==> config.mk <==
export PLATFORM = sky130hd
export DESIGN_NAME = usb_rx_bit_decoder
export DESIGN_NICKNAME = d
export VERILOG_FILES = /design/src/rtl/usb_rx_pkg.sv /design/src/rtl/usb_bit_timer.sv /design/src/rtl/usb_rx_bit_decoder.sv
export SDC_FILE = /design/constraint.sdc
export NUM_CORES = 1
export LEC_CHECK = 0
export CAP_MARGIN = 15
export CORE_MARGIN = 2
export CORE_UTILIZATION = 58
export CTS_CLUSTER_SIZE = 12
export DETAILED_ROUTE_END_ITERATION = 10
export PLACE_DENSITY = 0.79
export SLEW_MARGIN = 5
export SYNTH_ARGS = -nofsm -noshare
export SYNTH_HDL_FRONTEND = slang
export SYNTH_SLANG_ARGS = --single-unit
==> constraint.sdc <==
create_clock -name clk -period 3.1 [get_ports clk]
set_clock_uncertainty 0.1 [all_clocks]
set_input_delay 0.62 -clock clk [delete_from_list [all_inputs] [get_ports clk]]
set_output_delay 0.62 -clock clk [all_outputs]
set_load 0.005 [all_outputs]
==> src/rtl/usb_rx_pkg.sv <==
// rtl/usb_rx_pkg.sv - shared types and constants for the USB receive bit decoder
package usb_rx_pkg;

    typedef enum logic [1:0] {
        IDLE    = 2'd0,
        ACTIVE  = 2'd1,
        EOP_SE0 = 2'd2,
        ERROR   = 2'd3
    } rx_state_t;

    localparam int STUFF_LIMIT   = 6;
    localparam int BITS_PER_BYTE = 8;

    function automatic logic is_se0(input logic dp, input logic dm);
        return !dp && !dm;
    endfunction

    function automatic logic is_j(input logic dp, input logic dm);
        return dp && !dm;
    endfunction

endpackage

==> src/rtl/usb_bit_timer.sv <==
// rtl/usb_bit_timer.sv - resyncable bit-period timer producing a mid-bit sample strobe
module usb_bit_timer #(
    parameter int CLKS_PER_BIT  = 8,
    parameter int SAMPLE_OFFSET = 3
) (
    input  logic clk,
    input  logic n_rst,
    input  logic run,
    input  logic restart,
    output logic sample
);
    localparam int TW = (CLKS_PER_BIT > 1) ? $clog2(CLKS_PER_BIT) : 1;

    logic [TW-1:0] cnt_q;
    logic [TW-1:0] cnt_d;

    // Held at zero while not receiving so the first bit after SOP lines up.
    always_comb begin
        cnt_d = cnt_q;
        if (!run || restart) begin
            cnt_d = '0;
        end else if (cnt_q == TW'(CLKS_PER_BIT - 1)) begin
            cnt_d = '0;
        end else begin
            cnt_d = cnt_q + 1'b1;
        end
    end

    always_ff @(posedge clk or negedge n_rst) begin
        if (!n_rst) begin
            cnt_q <= '0;
        end else begin
            cnt_q <= cnt_d;
        end
    end

    assign sample = run && (cnt_q == TW'(SAMPLE_OFFSET));

endmodule

==> src/rtl/usb_rx_bit_decoder.sv <==
// rtl/usb_rx_bit_decoder.sv - NRZI decode, bit unstuffing and EOP detection for USB FS receive
module usb_rx_bit_decoder
    import usb_rx_pkg::*;
#(
    parameter int CLKS_PER_BIT  = 8,
    parameter int SAMPLE_OFFSET = 3
) (
    input  logic clk,
    input  logic n_rst,
    input  logic d_plus,
    input  logic d_minus,
    input  logic rx_enable,
    output logic shift_enable,
    output logic serial_in,
    output logic byte_received,
    output logic eop,
    output logic stuff_error,
    output logic rcving
);
    localparam int BCW = $clog2(BITS_PER_BYTE);
    localparam int OCW = $clog2(STUFF_LIMIT + 1);

    rx_state_t state_q, state_d;
    logic           dp_last_q, dp_last_d;
    logic           prev_q, prev_d;
    logic [OCW-1:0] ones_q, ones_d;
    logic [BCW-1:0] bit_cnt_q, bit_cnt_d;
    logic           se0_seen_q, se0_seen_d;
    logic           shift_enable_q, shift_enable_d;
    logic           serial_in_q, serial_in_d;
    logic           byte_received_q, byte_received_d;
    logic           eop_q, eop_d;
    logic           stuff_error_q, stuff_error_d;
    logic           rcving_q, rcving_d;

    logic sample;
    logic timer_run;
    logic timer_restart;
    logic line_se0;
    logic line_j;
    logic decoded;

    assign line_se0      = is_se0(d_plus, d_minus);
    assign line_j        = is_j(d_plus, d_minus);
    assign decoded       = (d_plus == prev_q);
    assign timer_run     = (state_q != IDLE);
    assign timer_restart = (d_plus != dp_last_q);

    usb_bit_timer #(
        .CLKS_PER_BIT (CLKS_PER_BIT),
        .SAMPLE_OFFSET(SAMPLE_OFFSET)
    ) u_bit_timer (
        .clk    (clk),
        .n_rst  (n_rst),
        .run    (timer_run),
        .restart(timer_restart),
        .sample (sample)
    );

    always_comb begin
        state_d         = state_q;
        dp_last_d       = d_plus;
        prev_d          = prev_q;
        ones_d          = ones_q;
        bit_cnt_d       = bit_cnt_q;
        se0_seen_d      = se0_seen_q;
        shift_enable_d  = 1'b0;
        serial_in_d     = serial_in_q;
        byte_received_d = 1'b0;
        eop_d           = 1'b0;
        stuff_error_d   = 1'b0;

        // Byte accounting follows the registered strobe, so byte_received trails it by one.
        if (shift_enable_q) begin
            byte_received_d = (bit_cnt_q == BCW'(BITS_PER_BYTE - 1));
            if (bit_cnt_q == BCW'(BITS_PER_BYTE - 1)) begin
                bit_cnt_d = '0;
            end else begin
                bit_cnt_d = bit_cnt_q + 1'b1;
            end
        end

        case (state_q)
            IDLE: begin
                prev_d     = 1'b1;
                ones_d     = '0;
                bit_cnt_d  = '0;
                se0_seen_d = 1'b0;
                if (rx_enable && dp_last_q && !d_plus) begin
                    state_d = ACTIVE;
                end
            end
            ACTIVE: begin
                if (sample) begin
                    if (line_se0) begin
                        state_d = EOP_SE0;
                    end else begin
                        prev_d = d_plus;
                        if (ones_q == OCW'(STUFF_LIMIT)) begin
                            ones_d = '0;
                            if (decoded) begin
                                stuff_error_d = 1'b1;
                                state_d       = ERROR;
                            end
                        end else begin
                            shift_enable_d = 1'b1;
                            serial_in_d    = decoded;
                            ones_d         = decoded ? ones_q + 1'b1 : '0;
                        end
                    end
                end
            end
            EOP_SE0: begin
                if (sample && line_j) begin
                    state_d = IDLE;
                    eop_d   = 1'b1;
                end
            end
            ERROR: begin
                if (sample) begin
                    if (line_se0) begin
                        se0_seen_d = 1'b1;
                    end else if (line_j && se0_seen_q) begin
                        state_d = IDLE;
                    end
                end
            end
            default: state_d = IDLE;
        endcase

        if (!rx_enable) begin
            state_d         = IDLE;
            shift_enable_d  = 1'b0;
            byte_received_d = 1'b0;
            eop_d           = 1'b0;
            stuff_error_d   = 1'b0;
        end

        rcving_d = (state_d != IDLE);
    end

    // dp_last resets low so a line already at K after reset is not taken as SOP.
    always_ff @(posedge clk or negedge n_rst) begin
        if (!n_rst) begin
            state_q         <= IDLE;
            dp_last_q       <= 1'b0;
            prev_q          <= 1'b1;
            ones_q          <= '0;
            bit_cnt_q       <= '0;
            se0_seen_q      <= 1'b0;
            shift_enable_q  <= 1'b0;
            serial_in_q     <= 1'b1;
            byte_received_q <= 1'b0;
            eop_q           <= 1'b0;
            stuff_error_q   <= 1'b0;
            rcving_q        <= 1'b0;
        end else begin
            state_q         <= state_d;
            dp_last_q       <= dp_last_d;
            prev_q          <= prev_d;
            ones_q          <= ones_d;
            bit_cnt_q       <= bit_cnt_d;
            se0_seen_q      <= se0_seen_d;
            shift_enable_q  <= shift_enable_d;
            serial_in_q     <= serial_in_d;
            byte_received_q <= byte_received_d;
            eop_q           <= eop_d;
            stuff_error_q   <= stuff_error_d;
            rcving_q        <= rcving_d;
        end
    end

    assign shift_enable  = shift_enable_q;
    assign serial_in     = serial_in_q;
    assign byte_received = byte_received_q;
    assign eop           = eop_q;
    assign stuff_error   = stuff_error_q;
    assign rcving        = rcving_q;

endmodule

==> summary.txt <==
Outcome
  • Outcome: finished clean

Synth
  • Primary FF master, synth: dfrtp_1
  • Seq cells post-synth: 20
  • Sequential-to-total area share from yosys stat: roughly 48%
  • Largest cells by area after synthesis: dfrtp_1 43%, ha_1 8.4%, dfstp_2 5.0%
  • Top-area cell type share of the netlist area: between 40% and 50%
  • Distinct cells, synth: 41
  • Synth area leader: dfrtp_1
  • Asr flop ratio synth: 100%
  • Number of enable flip-flop cells after synthesis: 0
  • Syn_area_per_cell: 10.3 um2
  • Syn Nets: ~110
  • Mapped Cells: around 100
  • Number of synthesis warnings: 0
  • Synth Cell Area: roughly 1000 um2

Global route
  • Vias in the first global route: 673
  • Gr usage total: 18.7%
  • Initial antenna violation count: 0
  • Overflow after GRT: 0
  • Pin count of the biggest net entering global routing: 21
  • First-pass GRT wire length: ~2800 um

Worst setup path
  • CP endpoint: serial_in
  • RR Endpoint: rcving
  • Worst setup startpoint: serial_in
  • Setup Crit Path Kind: reg2out
  • CP Max Fanout: 3
  • Critical-path cell list: clkdlybuf4s50_1
  • Crit. End Element: output pin
  • Crit path buffers/inverters: 1
  • Critical path depth: 1
  • Worst setup SP type: register
  • Worst endpoint data arrival time: around 1.3 ns
  • Slowest stage delay, CP: approximately 0.55 ns
  • Worst-case reg-to-reg path depth: 6
  • CP max stage cell: dfstp_2
  • Reg-to-reg startpoint: u_bit_timer.cnt_q[0]
  • Crit path max-delay family: flip-flops
  • Worst reg-to-reg setup slack: 1.32 ns
  • Worst Path Required: 2.38 ns

Place
  • Dpl cells: approximately 130
  • Routability cong.: 0.820
  • Hpwl dp: 1250 um
  • Buffers added on ports: 10
  • Place WS: 0.794 ns
  • Placement Cell Area: 1150 um2

STA
  • Setup TNS: 0 ns
  • Final worst path period need: 2.06 ns
  • Hold WS: around 0.35 ns
  • Final period utilization: 66.4%
  • Fmax: 486 MHz
  • Pins Over Slew Limit: 0
  • Hold Violations, Final: 0
  • Transition time of the tightest slew-check pin: between 0.8 and 0.9 ns
  • Max transition margin: 42.6%
  • Final setup vio count: 0
  • Unrepaired setup endpoints after global routing: no
  • Worst Setup Slack, final: 1.04 ns

Detailed routing
  • Drt pass-1 iters: 4
  • DRC: 0
  • DRT Wirelength: 1640 um
  • Drt wl/cell: 12.1 um
  • Final ANT Viol Nets: 0
  • Starting DRT DRC Count: 9
  • Vias: 756
  • Vias per Instance: roughly 5.6

Finish
  • Fin cells: 136
  • NumNets Final: 125
  • Synthesis-to-finish area growth: 12.5%
  • Ant. Diodes: 0
  • Final non-filler cell area: 1170 um2
  • Layout cells sized above 1: 10.8%
  • Fillers: 135

Floorplan
  • Initial Util: 61.0%
  • Die area: 2150 um2
  • Die W: 46.4 um
  • FP Rows: 15
  • I/O Pins: 11
  • Die Ht: 46.4 um
  • Core Area: 1710 um2

Clock network
  • CTS tree: built
  • CTS Sinks: 20
  • Clk Latency, worst-skew pair: 0.29 ns
  • H-tree depth: 1
  • Clock transition at path regs: 0.10 ns
  • Bufs on Longest Clock Path: 2
  • CTS buffer count: 3
  • Hold buffer count at CTS: 0
  • Setup bufs post-CTS: 0
  • Root buf cell: clkbuf_4
  • Post-CTS sizing: 0

Power
  • Lkg Pwr: 0.515 nW
  • Switching Fraction: 22.9%
  • Seq pwr share: 63.9%
  • Clock power frac: 27.8%
  • Worst VDD drop: 0.264 mV
  • Sw power: a little under 0.1 mW
  • PD cells: 360 nW/um2
  • Internal: 0.325 mW
  • Comb power frac: 8.3%

Hold path
  • Hold path start: u_bit_timer.cnt_q[0]
  • HP Class: reg2reg

Run
  • Max capacitance violation total: 0
[flip-flops by register name, indices dropped and copies added (netlist names)]
signal,cells
bit_cnt_q,3
prev_q,1
byte_received,1
state_q,2
se0_seen_q,1
shift_enable,1
rcving,1
dp_last_q,1
serial_in,1
u_bit_timer.cnt_q,3
eop,1
stuff_error,1
ones_q,3
[worst min-delay path by stage]
stage                                end  slack (ns)  depth (start not counted)
floorplan                   bit_cnt_q[0]        0.22                          0
global placement    u_bit_timer.cnt_q[0]        0.33                          1
detailed placement  u_bit_timer.cnt_q[0]        0.34                          1
CTS                 u_bit_timer.cnt_q[0]        0.35                          1
global route        u_bit_timer.cnt_q[0]        0.38                          1
finish              u_bit_timer.cnt_q[0]        0.35                          1
[layer usage]
| layer | track usage (%) | routed length, um |
|---|---|---|
| met5 | 0 | 0 |
| met3 | 3.53 | 66 |
| met4 | 10.3 | 49 |
| met1 | 25.2 | 764 |
| met2 | 28.1 | 759 |
[cell usage in the layout (no fill, tap or decap), drive strengths merged, types with 7 or more instances in the layout]
cell type	instances
o21ai	7
dfrtp	18
ha	7
clkdlybuf4s50	10
nand2	12
nor2	10
[metrics by stage]
step                      power (mW)  utilization [%]
final                          0.422             68.6
after global routing           0.442             68.6
after detailed placement       0.310             67.3
after global placement         0.309             67.3
after CTS                      0.425             68.6
after floorplan                0.295                -
[logic make-up after synthesis]
| family | share of synthesized area (%) |
|---|---|
| simple gates | 20.4 |
| compound gates | 16.7 |
| flops | 48.3 |
| fa+ha+maj | 8.41 |
| buf+inv | 3.37 |
| mux | 1.92 |
| xor+xnor | 0.841 |
[cells in the mapped netlist (2+ instances only)]
master and count:
nor2_1 10, o21ai_0 5, nand3_1 3, o21ai_2 2, a31oi_1 2, nand2b_1 3, a21oi_1 2, and2b_1 2
ha_1 7, nor3_1 2, mux2i_1 2, inv_1 3, dfrtp_1 18, dfstp_2 2, nand2_1 12
[power by group through the flow]
stage                     combinational [mW]  sequential [mW]  clock [mW]
after global placement                0.0350            0.275           0
final                                 0.0350            0.270       0.117
after global routing                  0.0397            0.271       0.131
after CTS                             0.0355            0.270       0.120
after floorplan                       0.0223            0.272           0
after detailed placement              0.0354            0.275           0
[cell type report]
cell class                      count  area, um2  share of cell area [%]
Inverter                            3       11.3                   0.962
Timing Repair Buffer               10        100                    8.55
Sequential cell                    20        503                    42.9
Clock buffer                        3       22.5                    1.92
Tap cell                           25       31.3                    2.67
Multi-Input combinational cell     75        503                    42.9
Power figures use the tool's default switching activity.
